===== config.mk =====
export PLATFORM = sky130hd
export DESIGN_NAME = dfi_rd_sched_flat
export DESIGN_NICKNAME = d
export VERILOG_FILES = /design/src/rtl/dfi_rd_sched_if.sv /design/src/rtl/dfi_rd_sched.sv /design/src/flat_wrapper.sv
export SDC_FILE = /design/constraint.sdc
export NUM_CORES = 1
export LEC_CHECK = 0
export CORE_UTILIZATION = 40
export DETAILED_ROUTE_END_ITERATION = 8
export PLACE_DENSITY = 0.61
export SLEW_MARGIN = 15
export SYNTH_ARGS = -nofsm -noshare
export SYNTH_HDL_FRONTEND = slang
export SYNTH_SLANG_ARGS = --single-unit

===== constraint.sdc =====
create_clock -name dfi_clk -period 8.4 [get_ports dfi_clk]
set_input_delay 2.52 -clock dfi_clk [delete_from_list [all_inputs] [get_ports dfi_clk]]
set_output_delay 2.52 -clock dfi_clk [all_outputs]
set_load 0.005 [all_outputs]

===== src/rtl/dfi_rd_sched_if.sv =====
// dfi_rd_sched_if: read-command handshake plus DFI read-data enable/valid bundle
//   master: drives rd_cmd_valid_i/rd_cmd_phase_i and dfi_rddata_valid_w0..w3
//           (controller/PHY side), observes rd_cmd_ready_o and dfi_rddata_en_p0..p3
//   slave : the scheduler, the mirror image
interface dfi_rd_sched_if;
  logic       rd_cmd_valid_i;
  logic [1:0] rd_cmd_phase_i;
  logic       rd_cmd_ready_o;
  logic       dfi_rddata_en_p0, dfi_rddata_en_p1, dfi_rddata_en_p2, dfi_rddata_en_p3;
  logic       dfi_rddata_valid_w0, dfi_rddata_valid_w1, dfi_rddata_valid_w2, dfi_rddata_valid_w3;
  modport master(
    output rd_cmd_valid_i, rd_cmd_phase_i,
    output dfi_rddata_valid_w0, dfi_rddata_valid_w1, dfi_rddata_valid_w2, dfi_rddata_valid_w3,
    input  rd_cmd_ready_o,
    input  dfi_rddata_en_p0, dfi_rddata_en_p1, dfi_rddata_en_p2, dfi_rddata_en_p3
  );
  modport slave(
    input  rd_cmd_valid_i, rd_cmd_phase_i,
    input  dfi_rddata_valid_w0, dfi_rddata_valid_w1, dfi_rddata_valid_w2, dfi_rddata_valid_w3,
    output rd_cmd_ready_o,
    output dfi_rddata_en_p0, dfi_rddata_en_p1, dfi_rddata_en_p2, dfi_rddata_en_p3
  );
endinterface


===== src/rtl/dfi_rd_sched.sv =====
// dfi_rd_sched: schedules DFI rddata_en bursts TRDDATA_EN clocks after read accept
//   dfi_clk/reset_i : clock, synchronous active-high reset
//   bus             : command handshake, per-phase enables, per-word valids
//   err_clr_i       : clears sticky errors
//   outstanding_o   : beats enabled but not yet returned
//   rd_idle_o       : nothing scheduled and nothing outstanding
//   timeout_err_o   : sticky read-latency timeout
//   underflow_err_o : sticky valid-without-outstanding-beat
module dfi_rd_sched #(
  parameter int TRDDATA_EN   = 3,
  parameter int RD_BURST_CYC = 2,
  parameter int MAX_BEATS    = 32,
  parameter int TIMEOUT      = 16,
  parameter int CNT_W        = 6
) (
  input  logic             dfi_clk,
  input  logic             reset_i,
  dfi_rd_sched_if.slave    bus,
  input  logic             err_clr_i,
  output logic [CNT_W-1:0] outstanding_o,
  output logic             rd_idle_o,
  output logic             timeout_err_o,
  output logic             underflow_err_o
);
  localparam int BEATS = RD_BURST_CYC * 4;
  localparam int SLOTS = (TRDDATA_EN + RD_BURST_CYC) * 4;
  localparam int B0    = (TRDDATA_EN - 1) * 4;
  localparam int TMR_W = $clog2(TIMEOUT + 1);
  localparam logic [SLOTS-1:0] BURST = SLOTS'({BEATS{1'b1}});
  localparam logic [TMR_W-1:0] TMO   = TMR_W'(TIMEOUT);
  // r_s bit i = enable owed on phase i of the global phase stream, bits 3:0 = now
  logic [SLOTS-1:0] r_s, w_shift, w_mask;
  logic [CNT_W-1:0] r_out;
  logic [TMR_W-1:0] r_tmr, w_tmr_nxt;
  logic             r_to, r_uf;
  logic [3:0]       w_vld;
  logic [2:0]       w_inc, w_dec;
  logic [CNT_W:0]   w_sum, w_dec_x;
  logic             w_overlap, w_full, w_acc, w_under, w_stall, w_to_set;
  assign w_vld = {bus.dfi_rddata_valid_w3, bus.dfi_rddata_valid_w2,
                  bus.dfi_rddata_valid_w1, bus.dfi_rddata_valid_w0};
  assign w_shift = r_s >> 4;
  assign w_mask = BURST << (B0 + int'(bus.rd_cmd_phase_i));
  assign w_overlap = |(w_shift & w_mask);
  // capacity counts beats already enabled plus everything still in the schedule
  assign w_full = int'(r_out) + $countones(r_s) + BEATS > MAX_BEATS;
  assign bus.rd_cmd_ready_o = !reset_i && !w_overlap && !w_full;
  assign w_acc = bus.rd_cmd_valid_i && bus.rd_cmd_ready_o;
  assign w_inc = 3'($countones(r_s[3:0]));
  assign w_dec = 3'($countones(w_vld));
  assign w_sum = {1'b0, r_out} + {{(CNT_W-2){1'b0}}, w_inc};
  assign w_dec_x = {{(CNT_W-2){1'b0}}, w_dec};
  assign w_under = w_dec_x > w_sum;
  assign w_stall = r_out != '0 && w_vld == '0;
  assign w_tmr_nxt = !w_stall ? '0 : r_tmr == TMO ? r_tmr : r_tmr + 1'b1;
  // fire only on the transition into saturation so a clear is not re-set by a held stall
  assign w_to_set = w_tmr_nxt == TMO && r_tmr != TMO;
  always_ff @(posedge dfi_clk) begin
    if (reset_i) begin
      r_s   <= '0;
      r_out <= '0;
      r_tmr <= '0;
      r_to  <= 1'b0;
      r_uf  <= 1'b0;
    end else begin
      r_s   <= w_shift | (w_acc ? w_mask : '0);
      r_out <= w_under ? '0 : CNT_W'(w_sum - w_dec_x);
      r_tmr <= w_tmr_nxt;
      r_to  <= w_to_set || (r_to && !err_clr_i);
      r_uf  <= w_under || (r_uf && !err_clr_i);
    end
  end
  assign bus.dfi_rddata_en_p0 = r_s[0];
  assign bus.dfi_rddata_en_p1 = r_s[1];
  assign bus.dfi_rddata_en_p2 = r_s[2];
  assign bus.dfi_rddata_en_p3 = r_s[3];
  assign outstanding_o   = r_out;
  assign rd_idle_o       = r_s == '0 && r_out == '0;
  assign timeout_err_o   = r_to;
  assign underflow_err_o = r_uf;
endmodule


===== src/flat_wrapper.sv =====
// flat-port wrapper written by rule: the top's interface ports become plain ports
module dfi_rd_sched_flat 
#(
  parameter int TRDDATA_EN   = 3,
  parameter int RD_BURST_CYC = 2,
  parameter int MAX_BEATS    = 32,
  parameter int TIMEOUT      = 16,
  parameter int CNT_W        = 6
)
  (dfi_clk, reset_i, err_clr_i, outstanding_o, rd_idle_o, timeout_err_o, underflow_err_o, bus_rd_cmd_valid_i, bus_rd_cmd_phase_i, bus_dfi_rddata_valid_w0, bus_dfi_rddata_valid_w1, bus_dfi_rddata_valid_w2, bus_dfi_rddata_valid_w3, bus_rd_cmd_ready_o, bus_dfi_rddata_en_p0, bus_dfi_rddata_en_p1, bus_dfi_rddata_en_p2, bus_dfi_rddata_en_p3);
  dfi_rd_sched_if bus_i ();
  input  logic dfi_clk;
  input  logic reset_i;
  input  logic err_clr_i;
  output logic [CNT_W-1:0] outstanding_o;
  output logic rd_idle_o;
  output logic timeout_err_o;
  output logic underflow_err_o;
  input wire logic [$bits(bus_i.rd_cmd_valid_i)-1:0] bus_rd_cmd_valid_i;
  input wire logic [$bits(bus_i.rd_cmd_phase_i)-1:0] bus_rd_cmd_phase_i;
  input wire logic [$bits(bus_i.dfi_rddata_valid_w0)-1:0] bus_dfi_rddata_valid_w0;
  input wire logic [$bits(bus_i.dfi_rddata_valid_w1)-1:0] bus_dfi_rddata_valid_w1;
  input wire logic [$bits(bus_i.dfi_rddata_valid_w2)-1:0] bus_dfi_rddata_valid_w2;
  input wire logic [$bits(bus_i.dfi_rddata_valid_w3)-1:0] bus_dfi_rddata_valid_w3;
  output wire logic [$bits(bus_i.rd_cmd_ready_o)-1:0] bus_rd_cmd_ready_o;
  output wire logic [$bits(bus_i.dfi_rddata_en_p0)-1:0] bus_dfi_rddata_en_p0;
  output wire logic [$bits(bus_i.dfi_rddata_en_p1)-1:0] bus_dfi_rddata_en_p1;
  output wire logic [$bits(bus_i.dfi_rddata_en_p2)-1:0] bus_dfi_rddata_en_p2;
  output wire logic [$bits(bus_i.dfi_rddata_en_p3)-1:0] bus_dfi_rddata_en_p3;
  assign bus_i.rd_cmd_valid_i = bus_rd_cmd_valid_i;
  assign bus_i.rd_cmd_phase_i = bus_rd_cmd_phase_i;
  assign bus_i.dfi_rddata_valid_w0 = bus_dfi_rddata_valid_w0;
  assign bus_i.dfi_rddata_valid_w1 = bus_dfi_rddata_valid_w1;
  assign bus_i.dfi_rddata_valid_w2 = bus_dfi_rddata_valid_w2;
  assign bus_i.dfi_rddata_valid_w3 = bus_dfi_rddata_valid_w3;
  assign bus_rd_cmd_ready_o = bus_i.rd_cmd_ready_o;
  assign bus_dfi_rddata_en_p0 = bus_i.dfi_rddata_en_p0;
  assign bus_dfi_rddata_en_p1 = bus_i.dfi_rddata_en_p1;
  assign bus_dfi_rddata_en_p2 = bus_i.dfi_rddata_en_p2;
  assign bus_dfi_rddata_en_p3 = bus_i.dfi_rddata_en_p3;
  dfi_rd_sched #(.TRDDATA_EN(TRDDATA_EN), .RD_BURST_CYC(RD_BURST_CYC), .MAX_BEATS(MAX_BEATS), .TIMEOUT(TIMEOUT), .CNT_W(CNT_W)) u_core (.dfi_clk(dfi_clk), .reset_i(reset_i), .bus(bus_i), .err_clr_i(err_clr_i), .outstanding_o(outstanding_o), .rd_idle_o(rd_idle_o), .timeout_err_o(timeout_err_o), .underflow_err_o(underflow_err_o));
endmodule

Yosys cells after proc, flatten, opt, wreduce, memory -nomap -nowiden
Index checks and enable logic that the tools add are counted.

$add $sub $neg: 28. Order comparisons: 2. Equal/unequal tests: 3. Shift operators: 1. Muxes and demuxes: 3. Bitwise gates (word level): 2. Reduce and logical (&&, ||, !) cells: 20.

Operators by type and width (number): adder 32 bit (9); adder 32 x 5 -> 32 bit, second input constant (1); adder 7 x 32 -> 32 bit (1); greater-than comparator 32 x 7 -> 1 bit, second input constant (1); << shifter 8 x 32 -> 20 bit, first input constant (1); adder 1 x 1 -> 2 bit (12); AND 16 x 20 -> 20 bit (1); zero test 20 bit (1); two-way mux 20 bit (1); OR 16 x 20 -> 20 bit (1); OR reduction 20 bit (1); equality test 5 bit, second input constant (2); two-way mux 5 bit (2); logical AND 1 bit (8); adder 6 x 3 -> 7 bit (1); greater-than comparator 3 x 7 -> 1 bit (1); zero test 6 bit (1); nonzero test 6 bit (1); subtractor 6 x 3 -> 6 bit (1); adder 4 x 2 -> 5 bit, first input constant (1); adder 5 x 1 -> 5 bit, second input constant (1); inequality test 5 bit, second input constant (1); zero test 1 bit (4); zero test 4 bit (1); 3 further kinds (4).

Bits in registers: 33. Input bits: 10. Output and inout port bits: 14. Word-level logic and storage cells: 64.

Logic depth before layout (Yosys ltp)
Gate-level depths: netlist (run 1).

Depth in word-level cells: 13. Depth in mapped cells: 19.

Worst setup path after synthesis (run 1)
Ideal clock, no wire load.

Path type: reg2out. Start point: register u_core.r_s[3]. End point: output bus_rd_cmd_ready_o. Arrival: 4454 ps. Required time: 5880 ps. Path slack: 1426 ps. Stages on the path, launching flop included: 18. Path buffers: 0. Cell sequence: dfxtp_1 inv_1 ha_1 ha_1 inv_1 fa_1 xnor2_1 ha_1 a21o_1 fa_1 inv_1 fa_1 fa_1 nand2b_1 a21oi_1 nor4_1 a311oi_2 and3_2.

Cells in the longest elaborated chain, start to end: 10.

RTL lines: from (decl) (line dfi_rd_sched.sv:32) `logic [SLOTS-1:0] r_s, w_shift, w_mask;`; from (signal assigned) (line dfi_rd_sched.sv:66) `r_s <= w_shift | (w_acc ? w_mask : '0);`; adder 1 x 1 -> 2 bit (implied by the code) (line dfi_rd_sched.sv:46) `assign w_full = int'(r_out) + $countones(r_s) + BEATS > MAX_BEATS;`; adder 32 bit (implied by the code) (4 in series) (line dfi_rd_sched.sv:46); adder 7 x 32 -> 32 bit (line dfi_rd_sched.sv:46); adder 32 x 5 -> 32 bit (line dfi_rd_sched.sv:46); greater-than comparator 32 x 7 -> 1 bit (line dfi_rd_sched.sv:46); zero test 1 bit (line dfi_rd_sched.sv:47) `assign bus.rd_cmd_ready_o = !reset_i && !w_overlap && !w_full;`; logical AND 1 bit (line dfi_rd_sched.sv:47); to (decl) (line flat_wrapper.sv:25) `output wire logic [$bits(bus_i.rd_cmd_ready_o)-1:0] bus_rd_cmd_ready_o;`.

No other way between the ends.

Final worst setup path (run 1)
Same ends and word-level chain as after synthesis.

==> impl_table.tex, run 1 <==
\begin{tabular}{lr}
\hline
Metric & Value \\
\hline
\multicolumn{2}{l}{\textbf{Clock tree}} \\
Clock root buffer master & clkbuf\_8 \\
Clock tree from TritonCTS & built \\
Clock latency on the worst-skew pair & 0.28 ns \\
Clock buffer count from CTS & 5 \\
Post-cts hold buffer count & 0 \\
H-Tree Level Count & 2 \\
Clock slew at the register clock pins of the worst setup and hold paths & 0.07 ns \\
CTS sink cnt & 32 \\
Post\_cts resized & 0 \\
Buffers inserted during post-CTS setup optimization & 0 \\
Bufs on Longest Clock Path & 2 \\
\multicolumn{2}{l}{\textbf{Worst setup path}} \\
Endpoint kind of the worst setup timing path & primary output \\
Startpoint types & flip-flop \\
Crit-path max FO & 4 \\
Endpoint of the most critical register-to-register path & u\_core.r\_s[14] \\
Worst endpoint data arrival time & 5.45 ns \\
Standard cell with the maximum stage delay on the critical path & fa\_1 \\
CP peak stage delay & 0.52 ns \\
Worst setup path category & flip-flop to primary output \\
Depth of the worst register-to-register path & 18 \\
Worst setup slack for register-to-register paths & 3.49 ns \\
Required time of the critical path & 5.88 ns \\
Timing endpoint of the critical path & bus\_rd\_cmd\_ready\_o \\
Most numerous cell on the critical path & fa\_1 \\
Worst setup path startpoint & u\_core.r\_s[3] \\
Cell breakdown of the critical path & inv\_1 > ha\_1 > ha\_1 > inv\_1 > fa\_1 > xnor2\_1 > ha\_1 > a21o\_1 > fa\_1 > inv\_1 > fa\_1 > fa\_1 > nand2b\_1 > a21oi\_1 > nor4\_1 > a311oi\_2 > and3\_2 > clkdlybuf4s50\_1 \\
Launch point of the worst reg-to-reg path & u\_core.r\_s[3] \\
\multicolumn{2}{l}{\textbf{Final layout}} \\
Number of nets at the end of the flow & 406 \\
Multi-input combinational cell area & 1826 um\^{}2 \\
FF/Latch Area & 640.6 um\^{}2 \\
Count of fill cells added during filler insertion & 603 \\
Antenna cell count & 0 \\
Area grow syn2layout & 15.86\% \\
Fraction of layout instances using a drive strength above 1 & 5.828\% \\
\multicolumn{2}{l}{\textbf{Global routing}} \\
Overall routing resource usage & 15.80\% \\
Antenna violations before repair & 0 \\
Vias in the first global route & 1966 \\
Grt ovf & 0 \\
Pin count of the biggest net entering global routing & 24 \\
Global-route wire length before repair & 8756 um \\
\multicolumn{2}{l}{\textbf{Logic synthesis}} \\
Synth Instances & 297 \\
Mapped Nets & 378 \\
Syn avg cell area & 9.138 um\^{}2 \\
Share of the yosys chip area belonging to registers & 23.61\% \\
Post-synth top flop & dfxtp\_1 \\
Seq cells post-synth & 32 \\
Number of synthesized flops with an enable pin & 0 \\
Fraction of registers with async set/reset & 0\% \\
Number of unique standard cell types used by synthesis & 43 \\
Yosys warning total & 0 \\
Netlist area before placement & 2714 um\^{}2 \\
\multicolumn{2}{l}{\textbf{Floorplan}} \\
Initial Util & 42.02\% \\
Die Span X & 84.37 um \\
Die Y & 84.37 um \\
Number of top-level pins & 24 \\
Core area & 6459 um\^{}2 \\
Site Rows & 29 \\
Die area & 7118 um\^{}2 \\
\multicolumn{2}{l}{\textbf{Route}} \\
Routed WL per cell & 12.53 um \\
Vias per Instance & 4.819 \\
Total Wirelength & 5050 um \\
Final antenna-violating net count & 0 \\
Initial DRC Count & 54 \\
Number of vias after detailed routing & 1942 \\
First-pass iteration count of the detailed router & 6 \\
Drc violations & 6 \\
\multicolumn{2}{l}{\textbf{Power and ir drop}} \\
Post-route total power & 0.0008779 W \\
Leakage power figure & 1.492 nW \\
Maximum VDD drop & 0.1339 mV \\
Power Dens Cells & 279.2 nW/um\^{}2 \\
\multicolumn{2}{l}{\textbf{Timing}} \\
Worst rel slew slack & 62.62\% \\
Final count of negative-setup-slack endpoints & 0 \\
RSZ-0062 raised after global routing & false \\
Final hold viol count & 0 \\
TNS Setup & 0 ns \\
Max frequency & 0.1255 GHz \\
Fin. max-slew vios & 0 \\
Clock tree skew after final layout & 0.005974 ns \\
Period Utilization, post-route & 94.84\% \\
Transition time at the pin with the least slew margin & 0.5532 ns \\
Min Tclk post-route & 7.967 ns \\
\multicolumn{2}{l}{\textbf{Placement}} \\
Post-detail-place hpwl & 4264 um \\
Weighted congestion reported at the end of routability-driven placement & 0.8697 \\
Number of input and output port buffers inserted & 23 \\
\multicolumn{2}{l}{\textbf{Run status}} \\
Status & finished, violations left \\
Failing checks & design-rule violations \\
\multicolumn{2}{l}{\textbf{Min path}} \\
Kind of path behind the tightest hold check & flip-flop to flip-flop \\
\multicolumn{2}{l}{\textbf{Job}} \\
Reported max-cap violation count & 0 \\
\hline
\end{tabular}
-- layout make-up --
cell class / count / area share (%)
inverter: 63 / 7.521
tap: 77 / 3.064
sequential: 32 / 20.37
clock inverter: 2 / 1.114
multi-input combinational: 199 / 58.06
clock buffer: 6 / 2.308
timing repair buffer: 24 / 7.561
-- logic make-up after synthesis --
family,after synthesis,share of synthesized area (%)
buffers and inverters,66,9.128
xor gates and xnor gates,14,4.518
muxes,2,0.9219
AOI/OAI and AO/OA,41,10.79
DFF,32,23.61
and+or+nand+nor,71,13.60
adders and majority gates,71,37.44
-- layer usage --
layer	global-route usage (%)	up-vias	share of wire, %
met5	0	-	0
met4	4.622	0	1.2
met3	3.441	6	4.1
met2	27.72	36	48
met1	19.50	877	47
li1	-	1023	-
-- critical path, delay by kind of cell (launching register included) --
kind	cells	cell delay [ns]
DFF	1	0.35
buffers and inverters	4	0.66
and+or+nand+nor	3	0.50
adders and majority gates	7	2.65
xor gates and xnor gates	1	0.17
AOI/OAI and AO/OA	3	0.82
-- stage by stage --
step	setup WS, ns	hold WS, ns	cells	cell area, um^2	utilization [%]
final	0.4333	0.4628	403	3144	48.68
after global routing	0.1932	0.4894	403	3144	48.68
after CTS	0.3888	0.4630	403	3144	48.68
after detailed placement	0.7344	0.4532	395	3037	47.02
after global placement	0.7838	0.4554	395	3037	47.02
after floorplan	1.426	0.4377	297	2714	-
-- where the power goes --
group	internal, W	switching (W)	leakage (nW)	total (W)
registers	0.000182	0.0000263	0.261	0.000208
logic	0.000251	0.000274	1.18	0.000525
clock network	0.0000880	0.0000575	0.0552	0.000145
total	0.000520	0.000358	1.49	0.000878
-- state kept, by name, indices dropped and copies added, names as in the netlist --
name                    flops
u_core.underflow_err_o      1
u_core.r_tmr                5
u_core.timeout_err_o        1
u_core.r_s                 19
u_core.outstanding_o        6
-- cell usage in the layout (no fill, tap or decap), types with 3 or more instances in the layout --
master | netlist | final
dfxtp_1 | 32 | 32
clkdlybuf4s50_1 | 0 | 23
nor2_1 | 28 | 28
xor2_1 | 4 | 4
o21ai_0 | 7 | 7
o22ai_1 | 4 | 4
nor4_1 | 4 | 4
nor2b_1 | 7 | 7
nand2_1 | 7 | 7
nor3_1 | 4 | 4
fa_1 | 17 | 17
a21o_1 | 4 | 4
clkbuf_8 | 0 | 5
xnor2_1 | 10 | 10
nand3_1 | 4 | 4
nand4_1 | 3 | 3
inv_1 | 62 | 62
nand2b_1 | 4 | 4
ha_1 | 54 | 54
a21oi_1 | 12 | 12
-- synthesized netlist by cell type, types with 2 or more instances --
master,count,area share [%]
o22ai_1,4,0.92
nor3_1,4,0.74
xor2_1,4,1.3
ha_1,54,25
a21oi_1,12,2.2
and3_1,2,0.46
nor4_1,4,0.92
nand4_1,3,0.69
a32oi_1,2,0.65
nand2b_1,4,0.92
dfxtp_1,32,24
nor2b_1,7,1.6
fa_1,17,13
nand3_1,4,0.74
nor3b_1,2,0.55
o21ai_0,7,1.3
nand2_1,7,0.97
a21o_1,4,1.1
xnor2_1,10,3.2
clkbuf_1,3,0.41
inv_1,62,8.6
nor2_1,28,3.9
-- worst min-delay path by stage --
stage                     cells after the start  slack, ns            end          start
after floorplan                               2       0.44  u_core.r_s[1]  u_core.r_s[5]
after global placement                        2       0.46  u_core.r_s[2]  u_core.r_s[6]
after detailed placement                      2       0.45  u_core.r_s[2]  u_core.r_s[6]
after CTS                                     2       0.46  u_core.r_s[2]  u_core.r_s[6]
after global routing                          2       0.49  u_core.r_s[3]  u_core.r_s[7]
final                                         2       0.46  u_core.r_s[2]  u_core.r_s[6]
(Power assumes the default switching activity.)
==> run 2: changes to the inputs <==
- HOLD_SLACK_MARGIN: default -> 0.03
- TNS_END_PERCENT: default -> 50
==> results of run 2 <==
Same layout as run 1: the final DEF is identical, and so are final timing and power.
==> run 3: changes to the inputs <==
- CTS_CLUSTER_SIZE: default -> 8
==> results of run 3 <==
Same layout as run 1: the final DEF is identical, and so are final timing and power.
